`src/rtl/alu_multipass_unit_pkg.sv`:
```
// rtl/alu_multipass_unit_pkg.sv - op codes, FSM states and pass-order helper for the multi-pass ALU
package alu_multipass_unit_pkg;

  localparam logic [2:0] kALU_ORA  = 3'd0;
  localparam logic [2:0] kALU_ORA2 = 3'd1;
  localparam logic [2:0] kALU_AND  = 3'd2;
  localparam logic [2:0] kALU_EOR  = 3'd3;
  localparam logic [2:0] kALU_ADC  = 3'd4;
  localparam logic [2:0] kALU_SHR  = 3'd5;
  localparam logic [2:0] kALU_ASR  = 3'd6;
  localparam logic [2:0] kALU_SHL  = 3'd7;

  typedef enum logic [1:0] {
    ST_IDLE = 2'd0,
    ST_RUN  = 2'd1,
    ST_DONE = 2'd2
  } state_e;

  // Right shifts walk from the top slice down so the shift-in bit enters at the MSB.
  function automatic logic high_first(input logic [2:0] op);
    return (op == kALU_SHR) || (op == kALU_ASR);
  endfunction

endpackage

```
`src/rtl/alu_multipass_unit_if.sv`:
```
// rtl/alu_multipass_unit_if.sv - start/busy/done request and result bundle for the multi-pass ALU
interface alu_multipass_unit_if #(
  parameter int OPERAND_W = 16
) ();

  logic                 start;
  logic [2:0]           op;
  logic [OPERAND_W-1:0] a;
  logic [OPERAND_W-1:0] b;
  logic                 c_in;
  logic                 dec_add;
  logic                 dec_sub;
  logic                 busy;
  logic                 done;
  logic [OPERAND_W-1:0] result;
  logic                 carry_out;
  logic                 overflow_out;
  logic                 z_out;
  logic                 n_out;

  modport master (
    output start, op, a, b, c_in, dec_add, dec_sub,
    input  busy, done, result, carry_out, overflow_out, z_out, n_out
  );

  modport slave (
    input  start, op, a, b, c_in, dec_add, dec_sub,
    output busy, done, result, carry_out, overflow_out, z_out, n_out
  );

endinterface

```
`src/rtl/alu_multipass_unit_slice.sv`:
```
// rtl/alu_multipass_unit_slice.sv - combinational SLICE_W pass; BCD adjust built only with ALU_MULTIPASS_DECIMAL_EN
module alu_slice_unit
  import alu_multipass_unit_pkg::*;
#(
  parameter int SLICE_W = 8
) (
  input  logic [SLICE_W-1:0] a_i,
  input  logic [SLICE_W-1:0] b_i,
  input  logic [2:0]         op_i,
  input  logic               c_i,
  input  logic               dec_add_i,
  input  logic               dec_sub_i,
  output logic [SLICE_W-1:0] res_o,
  output logic               c_o,
  output logic               v_o,
  output logic               z_o
);

  logic [SLICE_W-1:0] sum;
  logic               add_c;
  logic [4:0]         nib_sum;
  logic               nib_c;
  logic [3:0]         nib_res;

`ifndef ALU_MULTIPASS_DECIMAL_EN
  logic unused_dec;
  assign unused_dec = dec_add_i | dec_sub_i;
`endif

  always_comb begin
    sum     = '0;
    add_c   = c_i;
    nib_sum = '0;
    nib_c   = 1'b0;
    nib_res = '0;
    for (int n = 0; n < SLICE_W / 4; n++) begin
      nib_sum = {1'b0, a_i[n*4 +: 4]} + {1'b0, b_i[n*4 +: 4]} + {4'b0, add_c};
      nib_res = nib_sum[3:0];
`ifdef ALU_MULTIPASS_DECIMAL_EN
      nib_c = nib_sum[4] | (dec_add_i && (nib_sum > 5'd9));
      if (dec_add_i && nib_c) begin
        nib_res = nib_res + 4'd6;
      end else if (dec_sub_i && !nib_c) begin
        nib_res = nib_res + 4'hA;
      end
`else
      nib_c = nib_sum[4];
`endif
      sum[n*4 +: 4] = nib_res;
      add_c         = nib_c;
    end
  end

  always_comb begin
    res_o = '0;
    c_o   = add_c;
    case (op_i)
      kALU_ORA, kALU_ORA2: res_o = a_i | b_i;
      kALU_AND:            res_o = a_i & b_i;
      kALU_EOR:            res_o = a_i ^ b_i;
      kALU_ADC:            res_o = sum;
      kALU_SHR, kALU_ASR: begin
        res_o = {c_i, a_i[SLICE_W-1:1]};
        c_o   = a_i[0];
      end
      kALU_SHL: begin
        res_o = {a_i[SLICE_W-2:0], c_i};
        c_o   = a_i[SLICE_W-1];
      end
      default:             res_o = '0;
    endcase
    v_o = (a_i[SLICE_W-1] == b_i[SLICE_W-1]) && (a_i[SLICE_W-1] != res_o[SLICE_W-1]);
    z_o = (res_o == '0);
  end

endmodule

```
`src/rtl/alu_multipass_unit.sv`:
```
// rtl/alu_multipass_unit.sv - multi-pass 65xx ALU top: FSM, pass counter, operand/result shifters, flag chains
// Optional BCD adjust: define ALU_MULTIPASS_DECIMAL_EN.
module alu_multipass_unit
  import alu_multipass_unit_pkg::*;
#(
  parameter int OPERAND_W = 16,
  parameter int SLICE_W   = 8
) (
  input  logic                 clk,
  input  logic                 reset,
  alu_multipass_unit_if.slave  bus
);

  localparam int PASSES = OPERAND_W / SLICE_W;
  localparam int CNT_W  = (PASSES > 1) ? $clog2(PASSES) : 1;
  localparam logic [CNT_W-1:0] LAST_PASS = CNT_W'(PASSES - 1);

  state_e               state_q, state_d;
  logic [CNT_W-1:0]     cnt_q, cnt_d;
  logic [OPERAND_W-1:0] a_q, a_d;
  logic [OPERAND_W-1:0] b_q, b_d;
  logic [2:0]           op_q, op_d;
  logic                 dec_add_q, dec_add_d;
  logic                 dec_sub_q, dec_sub_d;
  logic                 chain_q, chain_d;
  logic                 zacc_q, zacc_d;
  logic                 vtop_q, vtop_d;
  logic [OPERAND_W-1:0] work_q, work_d;
  logic [OPERAND_W-1:0] result_q, result_d;
  logic                 carry_q, carry_d;
  logic                 ovf_q, ovf_d;
  logic                 z_q, z_d;

  logic                 hf;
  logic                 top_slice;
  logic [SLICE_W-1:0]   slice_a, slice_b, slice_res;
  logic                 slice_c, slice_v, slice_z;
  logic [OPERAND_W+SLICE_W-1:0] cat_lo, cat_hi;

  assign hf        = high_first(op_q);
  assign slice_a   = hf ? a_q[OPERAND_W-1 -: SLICE_W] : a_q[SLICE_W-1:0];
  assign slice_b   = hf ? b_q[OPERAND_W-1 -: SLICE_W] : b_q[SLICE_W-1:0];
  assign top_slice = hf ? (cnt_q == '0) : (cnt_q == LAST_PASS);
  assign cat_lo    = {slice_res, work_q};
  assign cat_hi    = {work_q, slice_res};

  alu_slice_unit #(.SLICE_W(SLICE_W)) u_slice (
    .a_i       (slice_a),
    .b_i       (slice_b),
    .op_i      (op_q),
    .c_i       (chain_q),
    .dec_add_i (dec_add_q),
    .dec_sub_i (dec_sub_q),
    .res_o     (slice_res),
    .c_o       (slice_c),
    .v_o       (slice_v),
    .z_o       (slice_z)
  );

  always_ff @(posedge clk) begin
    if (reset) begin
      state_q   <= ST_IDLE;
      cnt_q     <= '0;
      a_q       <= '0;
      b_q       <= '0;
      op_q      <= kALU_ORA;
      dec_add_q <= 1'b0;
      dec_sub_q <= 1'b0;
      chain_q   <= 1'b0;
      zacc_q    <= 1'b0;
      vtop_q    <= 1'b0;
      work_q    <= '0;
      result_q  <= '0;
      carry_q   <= 1'b0;
      ovf_q     <= 1'b0;
      z_q       <= 1'b0;
    end else begin
      state_q   <= state_d;
      cnt_q     <= cnt_d;
      a_q       <= a_d;
      b_q       <= b_d;
      op_q      <= op_d;
      dec_add_q <= dec_add_d;
      dec_sub_q <= dec_sub_d;
      chain_q   <= chain_d;
      zacc_q    <= zacc_d;
      vtop_q    <= vtop_d;
      work_q    <= work_d;
      result_q  <= result_d;
      carry_q   <= carry_d;
      ovf_q     <= ovf_d;
      z_q       <= z_d;
    end
  end

  always_comb begin
    state_d   = state_q;
    cnt_d     = cnt_q;
    a_d       = a_q;
    b_d       = b_q;
    op_d      = op_q;
    dec_add_d = dec_add_q;
    dec_sub_d = dec_sub_q;
    chain_d   = chain_q;
    zacc_d    = zacc_q;
    vtop_d    = vtop_q;
    work_d    = work_q;
    result_d  = result_q;
    carry_d   = carry_q;
    ovf_d     = ovf_q;
    z_d       = z_q;

    case (state_q)
      ST_RUN: begin
        if (hf) begin
          a_d    = a_q << SLICE_W;
          b_d    = b_q << SLICE_W;
          work_d = cat_hi[OPERAND_W-1:0];
        end else begin
          a_d    = a_q >> SLICE_W;
          b_d    = b_q >> SLICE_W;
          work_d = cat_lo[OPERAND_W+SLICE_W-1:SLICE_W];
        end
        chain_d = slice_c;
        zacc_d  = zacc_q & slice_z;
        if (top_slice) begin
          vtop_d = slice_v;
        end
        cnt_d = cnt_q + CNT_W'(1);
        if (cnt_q == LAST_PASS) begin
          state_d  = ST_DONE;
          result_d = work_d;
          carry_d  = slice_c;
          ovf_d    = top_slice ? slice_v : vtop_q;
          z_d      = zacc_q & slice_z;
        end
      end
      default: begin
        // IDLE and DONE both accept, so a start in the done cycle chains back-to-back.
        state_d = ST_IDLE;
        if (bus.start) begin
          state_d   = ST_RUN;
          cnt_d     = '0;
          a_d       = bus.a;
          b_d       = bus.b;
          op_d      = bus.op;
          dec_add_d = bus.dec_add;
          dec_sub_d = bus.dec_sub;
          chain_d   = (bus.op == kALU_ASR) ? bus.a[OPERAND_W-1] : bus.c_in;
          zacc_d    = 1'b1;
          vtop_d    = 1'b0;
          work_d    = '0;
        end
      end
    endcase
  end

  assign bus.busy         = (state_q == ST_RUN);
  assign bus.done         = (state_q == ST_DONE);
  assign bus.result       = result_q;
  assign bus.carry_out    = carry_q;
  assign bus.overflow_out = ovf_q;
  assign bus.z_out        = z_q;
  assign bus.n_out        = result_q[OPERAND_W-1];

endmodule

```
`src/flat_wrapper.sv`:
```
// flat-port wrapper written by rule: the top's interface ports become plain ports
module alu_multipass_unit_flat import alu_multipass_unit_pkg::*;
#(
  parameter int OPERAND_W = 16,
  parameter int SLICE_W   = 8
)
  (clk, reset, bus_start, bus_op, bus_a, bus_b, bus_c_in, bus_dec_add, bus_dec_sub, bus_busy, bus_done, bus_result, bus_carry_out, bus_overflow_out, bus_z_out, bus_n_out);
  alu_multipass_unit_if #(.OPERAND_W(OPERAND_W)) bus_i ();
  input  logic clk;
  input  logic reset;
  input wire logic [$bits(bus_i.start)-1:0] bus_start;
  input wire logic [$bits(bus_i.op)-1:0] bus_op;
  input wire logic [$bits(bus_i.a)-1:0] bus_a;
  input wire logic [$bits(bus_i.b)-1:0] bus_b;
  input wire logic [$bits(bus_i.c_in)-1:0] bus_c_in;
  input wire logic [$bits(bus_i.dec_add)-1:0] bus_dec_add;
  input wire logic [$bits(bus_i.dec_sub)-1:0] bus_dec_sub;
  output wire logic [$bits(bus_i.busy)-1:0] bus_busy;
  output wire logic [$bits(bus_i.done)-1:0] bus_done;
  output wire logic [$bits(bus_i.result)-1:0] bus_result;
  output wire logic [$bits(bus_i.carry_out)-1:0] bus_carry_out;
  output wire logic [$bits(bus_i.overflow_out)-1:0] bus_overflow_out;
  output wire logic [$bits(bus_i.z_out)-1:0] bus_z_out;
  output wire logic [$bits(bus_i.n_out)-1:0] bus_n_out;
  assign bus_i.start = bus_start;
  assign bus_i.op = bus_op;
  assign bus_i.a = bus_a;
  assign bus_i.b = bus_b;
  assign bus_i.c_in = bus_c_in;
  assign bus_i.dec_add = bus_dec_add;
  assign bus_i.dec_sub = bus_dec_sub;
  assign bus_busy = bus_i.busy;
  assign bus_done = bus_i.done;
  assign bus_result = bus_i.result;
  assign bus_carry_out = bus_i.carry_out;
  assign bus_overflow_out = bus_i.overflow_out;
  assign bus_z_out = bus_i.z_out;
  assign bus_n_out = bus_i.n_out;
  alu_multipass_unit #(.OPERAND_W(OPERAND_W), .SLICE_W(SLICE_W)) u_core (.clk(clk), .reset(reset), .bus(bus_i));
endmodule
```
`config.mk`:
```
export PLATFORM = sky130hd
export DESIGN_NAME = alu_multipass_unit_flat
export DESIGN_NICKNAME = d
export VERILOG_FILES = /design/src/rtl/alu_multipass_unit_pkg.sv /design/src/rtl/alu_multipass_unit_if.sv /design/src/rtl/alu_multipass_unit_slice.sv /design/src/rtl/alu_multipass_unit.sv /design/src/flat_wrapper.sv
export SDC_FILE = /design/constraint.sdc
export NUM_CORES = 1
export LEC_CHECK = 0
export CORE_ASPECT_RATIO = 1.1
export CORE_MARGIN = 5
export CORE_UTILIZATION = 45
export DETAILED_ROUTE_END_ITERATION = 8
export PLACE_DENSITY = 0.75
export REMOVE_ABC_BUFFERS = 1
export SLEW_MARGIN = 20
export SYNTH_ARGS = -nofsm -noshare
export SYNTH_HDL_FRONTEND = slang
export SYNTH_SLANG_ARGS = --single-unit
```
`constraint.sdc`:
```
create_clock -name clk -period 9.2 [get_ports clk]
set_input_delay 1.84 -clock clk [delete_from_list [all_inputs] [get_ports clk]]
set_output_delay 1.84 -clock clk [all_outputs]
set_load 0.02 [all_outputs]
```
==> results of run 1 <==
-- cells by family after synthesis --
kind of cell	Yosys count	share of synthesized area (%)
mux	42	9.36
flops	76	33.8
compound gates	159	22.7
xor+xnor	8	1.89
fa+ha+maj	18	5.50
buf+inv	69	6.75
simple gates	194	20.0
-- area by class of cell --
cell class                 count  area [µm²]  share of cell area (%)
timing repair buffer          69         658                    12.4
clock buffer                  10         128                    2.41
clock inverter                 6        62.6                    1.18
inverter                      22        82.6                    1.56
tap                          120         150                    2.84
multi-input combinational    421        2680                    50.8
sequential                    76        1520                    28.8
-- worst register-to-register path, delay by kind of cell (launching register included) --
kind	cells	cell delay (ns)
buffers and inverters	4	0.98
XOR/XNOR	1	0.15
flip-flops	1	0.32
AO/OA/AOI/OAI	8	1.57
adder cells (fa/ha/maj)	4	1.50
AND/OR/NAND/NOR	2	0.68
-- per-stage QoR --
step,hold slack [ns],cells
global placement,0.429,708
CTS,0.444,724
floorplan,0.442,519
global route,0.467,724
finish,0.441,724
detailed placement,0.433,708
-- layer usage --
layer  vias to the layer above  track usage, %  wire length (µm)
li1                       2060               -                 -
met3                        14            2.98               517
met2                        95            32.0              5430
met1                      1949            26.1              5300
met5                         -               0                 0
met4                         0            6.30               167
-- where the power goes --
part           internal, mW  switching (mW)  leakage (nW)
sequential            0.345          0.0139         0.620
clock                 0.125           0.127         0.100
combinational        0.0720          0.0975          1.53
-- registers in the layout (all words and copies together), names as in the netlist --
register and cells:
u_core.zacc_q 1, u_core.bus.carry_out 1, u_core.cnt_q 1, u_core.bus.result 16, u_core.vtop_q 1, u_core.bus.z_out 1, u_core.a_q 16, u_core.work_q 16
u_core.op_q 3, u_core.state_q 2, u_core.b_q 16, u_core.chain_q 1, u_core.bus.overflow_out 1
-- worst max path at each step --
stage,start,end,slack (ns),cells after the start
detailed placement,u_core.op_q[2]$_SDFFE_PP0P_,u_core.bus.z_out$_SDFFE_PP0P_,3.93,19
global route,u_core.op_q[2]$_SDFFE_PP0P_,u_core.bus.z_out$_SDFFE_PP0P_,3.54,19
global placement,u_core.op_q[2]$_SDFFE_PP0P_,u_core.bus.z_out$_SDFFE_PP0P_,4.00,19
CTS,u_core.op_q[2]$_SDFFE_PP0P_,u_core.bus.z_out$_SDFFE_PP0P_,3.89,19
floorplan,u_core.op_q[2]$_SDFFE_PP0P_,u_core.bus.z_out$_SDFFE_PP0P_,3.86,17
finish,u_core.op_q[2]$_SDFFE_PP0P_,u_core.bus.z_out$_SDFFE_PP0P_,3.88,19
-- placed cells by master, fill, tap and decap left out, types with 3 or more instances in the layout --
| master | instances |
|---|---|
| nor2_1 | 82 |
| dfxtp_1 | 76 |
| clkdlybuf4s50_1 | 58 |
| nand2_1 | 52 |
| a21oi_1 | 48 |
| mux2i_1 | 41 |
| a31oi_1 | 33 |
| o21ai_0 | 25 |
| inv_1 | 20 |
| ha_1 | 15 |
| and3_1 | 12 |
| a211oi_1 | 12 |
| nand2b_1 | 9 |
| clkbuf_8 | 9 |
| buf_4 | 9 |
| nand3_1 | 8 |
| a21o_1 | 7 |
| a22o_1 | 7 |
| nor2b_1 | 5 |
| and3_4 | 4 |
| xnor2_1 | 4 |
| or2_2 | 4 |
| o2bb2ai_1 | 3 |
| a22oi_1 | 3 |
| nor3_1 | 3 |
| o32ai_1 | 3 |
| fa_1 | 3 |
| clkinv_2 | 3 |
==> flow_metrics.py, run 1 <==
metrics = {
    "timing": {
        "setup_viol_count_final": 0,
        "slew-limit-headroom_pct": 46.7,
        "rsz0062_at_grt": "false",
        "fin_skew_ns": 0.0104,
        "worstMarginPinSlew_ns": 0.799,
        "finalHoldViolCount": 0,
        "setup_ws_ns": 3.88,
        "fin_crit_ns": 5.32,
        "max_freq_mhz": 188,
        "slew_violations": 0,
        "period_share_pct": 57.8,
        "tns_ns": 0,
    },
    "min_path": {
        "hold_depth": 2,
        "hp-start": "u_core.bus.result[12]$_SDFFE_PP0P_",
        "min_to": "u_core.bus.result[12]$_SDFFE_PP0P_",
        "hp-class": "register to register",
    },
    "route": {
        "wl_per_cell_um": 15.8,
        "num_vias": 4118,
        "drt-initial-drc-count": 295,
        "drtPass1Iterations": 5,
        "vias_per_cell": 5.69,
        "drc": 0,
        "drtAntennaViolNets": 0,
        "drt-total-wl_um": 11400,
    },
    "critical_path": {
        "critPathMaxFanout": 33,
        "worstReg2RegEnd": "u_core.bus.z_out$_SDFFE_PP0P_",
        "required_ns": 9.46,
        "critPathArrivalTime_ns": 5.57,
        "cp_slowest_cell": "nor2_2",
        "path_buf_inv": 4,
        "start_kind": "register",
        "rr_worst_depth": 19,
        "slowest_delay_ns": 0.60,
        "endpoint_kind": "register",
        "worstSetupPathType": "register to register",
        "critPathTopFamily": "compound AO/OA/AOI/OAI gates",
        "crit_chain": "buf_4 > inv_1 > nor2_2 > buf_4 > nand2_1 > o21ai_0 > ha_1 > a311oi_1 > fa_1 > inv_1 > a21o_1 > a21oi_1 > fa_1 > fa_1 > xnor2_1 > a22o_1 > a211o_1 > a2111o_1 > o41ai_2",
        "rr_startpoint": "u_core.op_q[2]$_SDFFE_PP0P_",
        "crit_top_cell": "fa_1",
        "rrSetupSlack_ns": 3.88,
    },
    "clock_tree": {
        "hold_buffers": 0,
        "cts-htree-levels": 3,
        "cts_resized": 0,
        "clockRootBuffer": "clkbuf_8",
        "clkTransAtPathRegs_ns": 0.08,
        "clkLatencyLatePin_ns": 0.35,
        "cts_num_sinks": 76,
        "cts_setup_buffers": 0,
        "clock_path_buffers": 2,
        "cts_inserted_buffers": 9,
        "cts_tree": "built",
    },
    "placement": {
        "place_hpwl_um": 8020,
        "place_area_um2": 5100,
        "numPortBuffers": 60,
        "pre_cts_slack_ns": 3.93,
        "gp_congestion": 0.919,
    },
    "synth": {
        "synth-seq-cells": 76,
        "ys_seq_area_share_pct": 33.8,
        "synthFlopType": "dfxtp_1",
        "ys_top_cells_by_count": "nor2_1 (83), dfxtp_1 (76), nand2_1 (52), a21oi_1 (48), mux2i_1 (41)",
        "postSynthCellCount": 566,
        "synthDistinctLibCells": 59,
        "synth_warnings": 0,
        "synth_top_area_cell": "dfxtp_1",
        "synth_top_area_share_pct": 33.8,
        "yosys.cell_count.top_type": "nor2_1",
        "yosys-top-cells-area": "dfxtp_1 (34%), mux2i_1 (9.1%), nor2_1 (6.9%)",
        "syn_area_per_cell_um2": 7.96,
        "async_flop_share_pct": 0,
        "synth_edf_count": 0,
        "synth_area_um2": 4510,
    },
    "global_routing": {
        "overflow": 0,
        "grt_usage_pct": 19.4,
        "antenna_found_initial": 0,
        "grt_start_max_net_pins": 60,
        "grt_pass1_vias": 3996,
        "grt_first_pass_wirelength_um": 19500,
    },
    "power": {
        "p_total_mw": 0.781,
        "p_leak_nw": 2.25,
        "vdd_ir_drop_max_mv": 0.0869,
        "p_per_area_nw_per_um2": 148,
    },
    "flow_run": {
        "drv_cap": 0,
    },
    "floorplanning": {
        "die_area_um2": 12100,
        "die_w_um": 105,
        "rows": 38,
        "start_util_pct": 45.8,
        "io_pins": 63,
        "dieHeight_um": 115,
        "core_region_area_um2": 9840,
    },
    "finish": {
        "drive_gt1_share_pct": 7.62,
        "fin_area_um2": 5290,
        "diodes": 0,
        "nFillCells": 895,
        "area_delta_synth_final_pct": 17.3,
        "final_util_pct": 53.7,
        "nNetsFinal": 658,
    },
    "outcome": {
        "status": "finished clean",
    },
}
Note: power is estimated with default switching activity, not from simulation.
==> inputs of run 2 (changes only) <==
--- a/config.mk
+++ b/config.mk
@@ -9,7 +9,7 @@
 export CORE_MARGIN = 5
 export CORE_UTILIZATION = 45
 export DETAILED_ROUTE_END_ITERATION = 8
-export PLACE_DENSITY = 0.75
+export PLACE_DENSITY = 0.77
 export REMOVE_ABC_BUFFERS = 1
 export SLEW_MARGIN = 20
 export SYNTH_ARGS = -nofsm -noshare
==> constraint.sdc (replaced) <==
create_clock -name clk -period 4.8 [get_ports clk]
set_input_delay 0.96 -clock clk [delete_from_list [all_inputs] [get_ports clk]]
set_output_delay 0.96 -clock clk [all_outputs]
set_load 0.02 [all_outputs]
==> run 2 against run 1 <==
Global-route usage is 0.54 points higher. Clock skew down 0.0022 ns. Register-to-register slack got worse by 3.6 ns. Clock power up 120%.
==> flow_metrics.py, run 2 (synthesized netlist as in run 1, its figures left out) <==
metrics = {
    "finish": {
        "nNetsFinal": 666,
        "diodes": 0,
        "mostFrequentLayoutCells": "nor2_1 (82), dfxtp_1 (76), clkdlybuf4s50_1 (58)",
        "stdcell_count": 732,
        "area_delta_synth_final_pct": 19.4,
        "final_util_pct": 54.7,
        "nFillCells": 935,
        "fin_area_um2": 5380,
        "drive_gt1_share_pct": 8.99,
        "layout_commonest_cell": "nor2_1",
    },
    "placement": {
        "place_area_um2": 5160,
        "place_hpwl_um": 8680,
        "place_inst": 716,
        "numPortBuffers": 60,
        "gp_congestion": 0.935,
        "pre_cts_slack_ns": 0.303,
    },
    "clock_tree": {
        "hold_buffers": 0,
        "cts_inserted_buffers": 9,
        "cts-htree-levels": 3,
        "cts_setup_buffers": 0,
        "cts_resized": 0,
        "clkLatencyLatePin_ns": 0.37,
        "cts_num_sinks": 76,
        "cts_tree": "built",
        "clockRootBuffer": "clkbuf_8",
        "clock_path_buffers": 2,
        "clkTransAtPathRegs_ns": 0.08,
    },
    "timing": {
        "setup_viol_count_final": 0,
        "fin_crit_ns": 4.56,
        "max_freq_mhz": 219,
        "fin_skew_ns": 0.00816,
        "setup_ws_ns": 0.243,
        "slew-limit-headroom_pct": 59.9,
        "rsz0062_at_grt": "false",
        "slew_violations": 0,
        "worstMarginPinSlew_ns": 0.601,
        "finalHoldViolCount": 0,
        "period_share_pct": 94.9,
    },
    "route": {
        "vias_per_cell": 5.74,
        "wl_per_cell_um": 16.3,
        "num_vias": 4200,
        "drt-initial-drc-count": 259,
        "drt-total-wl_um": 11900,
        "drtPass1Iterations": 5,
        "drtAntennaViolNets": 0,
        "drc": 0,
    },
    "floorplanning": {
        "core_region_area_um2": 9840,
        "io_pins": 63,
        "rows": 38,
        "die_area_um2": 12100,
        "dieHeight_um": 115,
        "start_util_pct": 45.8,
        "die_w_um": 105,
    },
    "outcome": {
        "status": "finished clean",
    },
    "critical_path": {
        "start_kind": "register",
        "cp_slowest_cell": "dfxtp_1",
        "critPathArrivalTime_ns": 4.84,
        "worstSetupPathType": "register to register",
        "endpoint_kind": "register",
        "critPathMaxFanout": 11,
        "slowest_delay_ns": 0.61,
        "crit_chain": "xnor2_2 > nor2_2 > nand2_1 > o21ai_0 > ha_1 > a311oi_1 > fa_1 > inv_1 > a21o_1 > a21oi_1 > fa_1 > fa_1 > xnor2_1 > a22o_1 > a211o_1 > a2111o_1 > o41ai_2",
        "crit_top_cell": "fa_1",
        "required_ns": 5.08,
    },
    "global_routing": {
        "grt_first_pass_wirelength_um": 19700,
        "grt_start_max_net_pins": 59,
        "antenna_found_initial": 0,
        "grt_usage_pct": 19.9,
        "grt_pass1_vias": 4009,
        "overflow": 0,
    },
    "power": {
        "p_per_area_nw_per_um2": 293,
        "vdd_ir_drop_max_mv": 0.121,
        "p_leak_nw": 2.30,
        "p_total_mw": 1.58,
    },
    "min_path": {
        "hp-class": "register to register",
    },
    "flow_run": {
        "drv_cap": 0,
    },
}
==> run 2: cell count changes in the layout (fill, tap and decap cells not counted) <==
cell | previous run | this run
clkbuf_1 | 1 | 0
clkinv_2 | 3 | 1
buf_4 | 9 | 17
bufinv_16 | 1 | 2
clkinvlp_4 | 0 | 1
clkinv_4 | 1 | 2
==> run 2: worst paths after layout <==
| check | from | endpoint | slack (ns) | depth (start not counted) |
|---|---|---|---|---|
| max | u_core.op_q[0]$_SDFFE_PP0P_ | u_core.bus.z_out$_SDFFE_PP0P_ | 0.24 | 17 |
| min | u_core.bus.result[12]$_SDFFE_PP0P_ | u_core.bus.result[12]$_SDFFE_PP0P_ | 0.45 | 2 |
| max reg2reg | u_core.op_q[0]$_SDFFE_PP0P_ | u_core.bus.z_out$_SDFFE_PP0P_ | 0.24 | 17 |
| min reg2reg | u_core.bus.result[12]$_SDFFE_PP0P_ | u_core.bus.result[12]$_SDFFE_PP0P_ | 0.45 | 2 |
==> run 2: layout make-up <==
| type | instances | area, µm² | area share, % |
|---|---|---|---|
| Sequential cell | 76 | 1520 | 28.3 |
| Timing Repair Buffer | 77 | 718 | 13.4 |
| Clock buffer | 9 | 124 | 2.30 |
| Tap cell | 120 | 150 | 2.79 |
| Multi-Input combinational cell | 421 | 2680 | 49.9 |
| Inverter | 22 | 82.6 | 1.54 |
| Clock inverter | 7 | 98.8 | 1.84 |
==> run 2: per-stage QoR <==
stage / hold WS [ns] / TNS [ns]
floorplan: 0.442 / -2.14
global placement: 0.430 / 0
detailed placement: 0.439 / 0
CTS: 0.451 / 0
global route: 0.462 / 0
finish: 0.448 / 0
==> run 2: worst max-delay path, delay by kind of cell (launching register included) <==
kind / cells / cell delay, ns
AND/OR/NAND/NOR: 2 / 0.34
AO/OA/AOI/OAI: 8 / 1.62
XOR/XNOR: 2 / 0.32
adder cells (fa/ha/maj): 4 / 1.49
flip-flops: 1 / 0.61
buffers and inverters: 1 / 0.08
==> run 2: report_power, final <==
group | switching [mW] | internal [mW] | leakage [nW]
clock network | 0.260 | 0.295 | 0.110
logic | 0.188 | 0.143 | 1.57
registers | 0.0298 | 0.662 | 0.620
total | 0.478 | 1.10 | 2.30
==> run 2: per-layer routing <==
layer / global-route usage (%) / vias to the layer above / part of all wire, %
met5: 0 / - / 0
met4: 11.0 / 0 / 2.7
met3: 2.64 / 27 / 4.9
met2: 32.6 / 126 / 48
met1: 25.5 / 1978 / 45
li1: - / 2069 / -
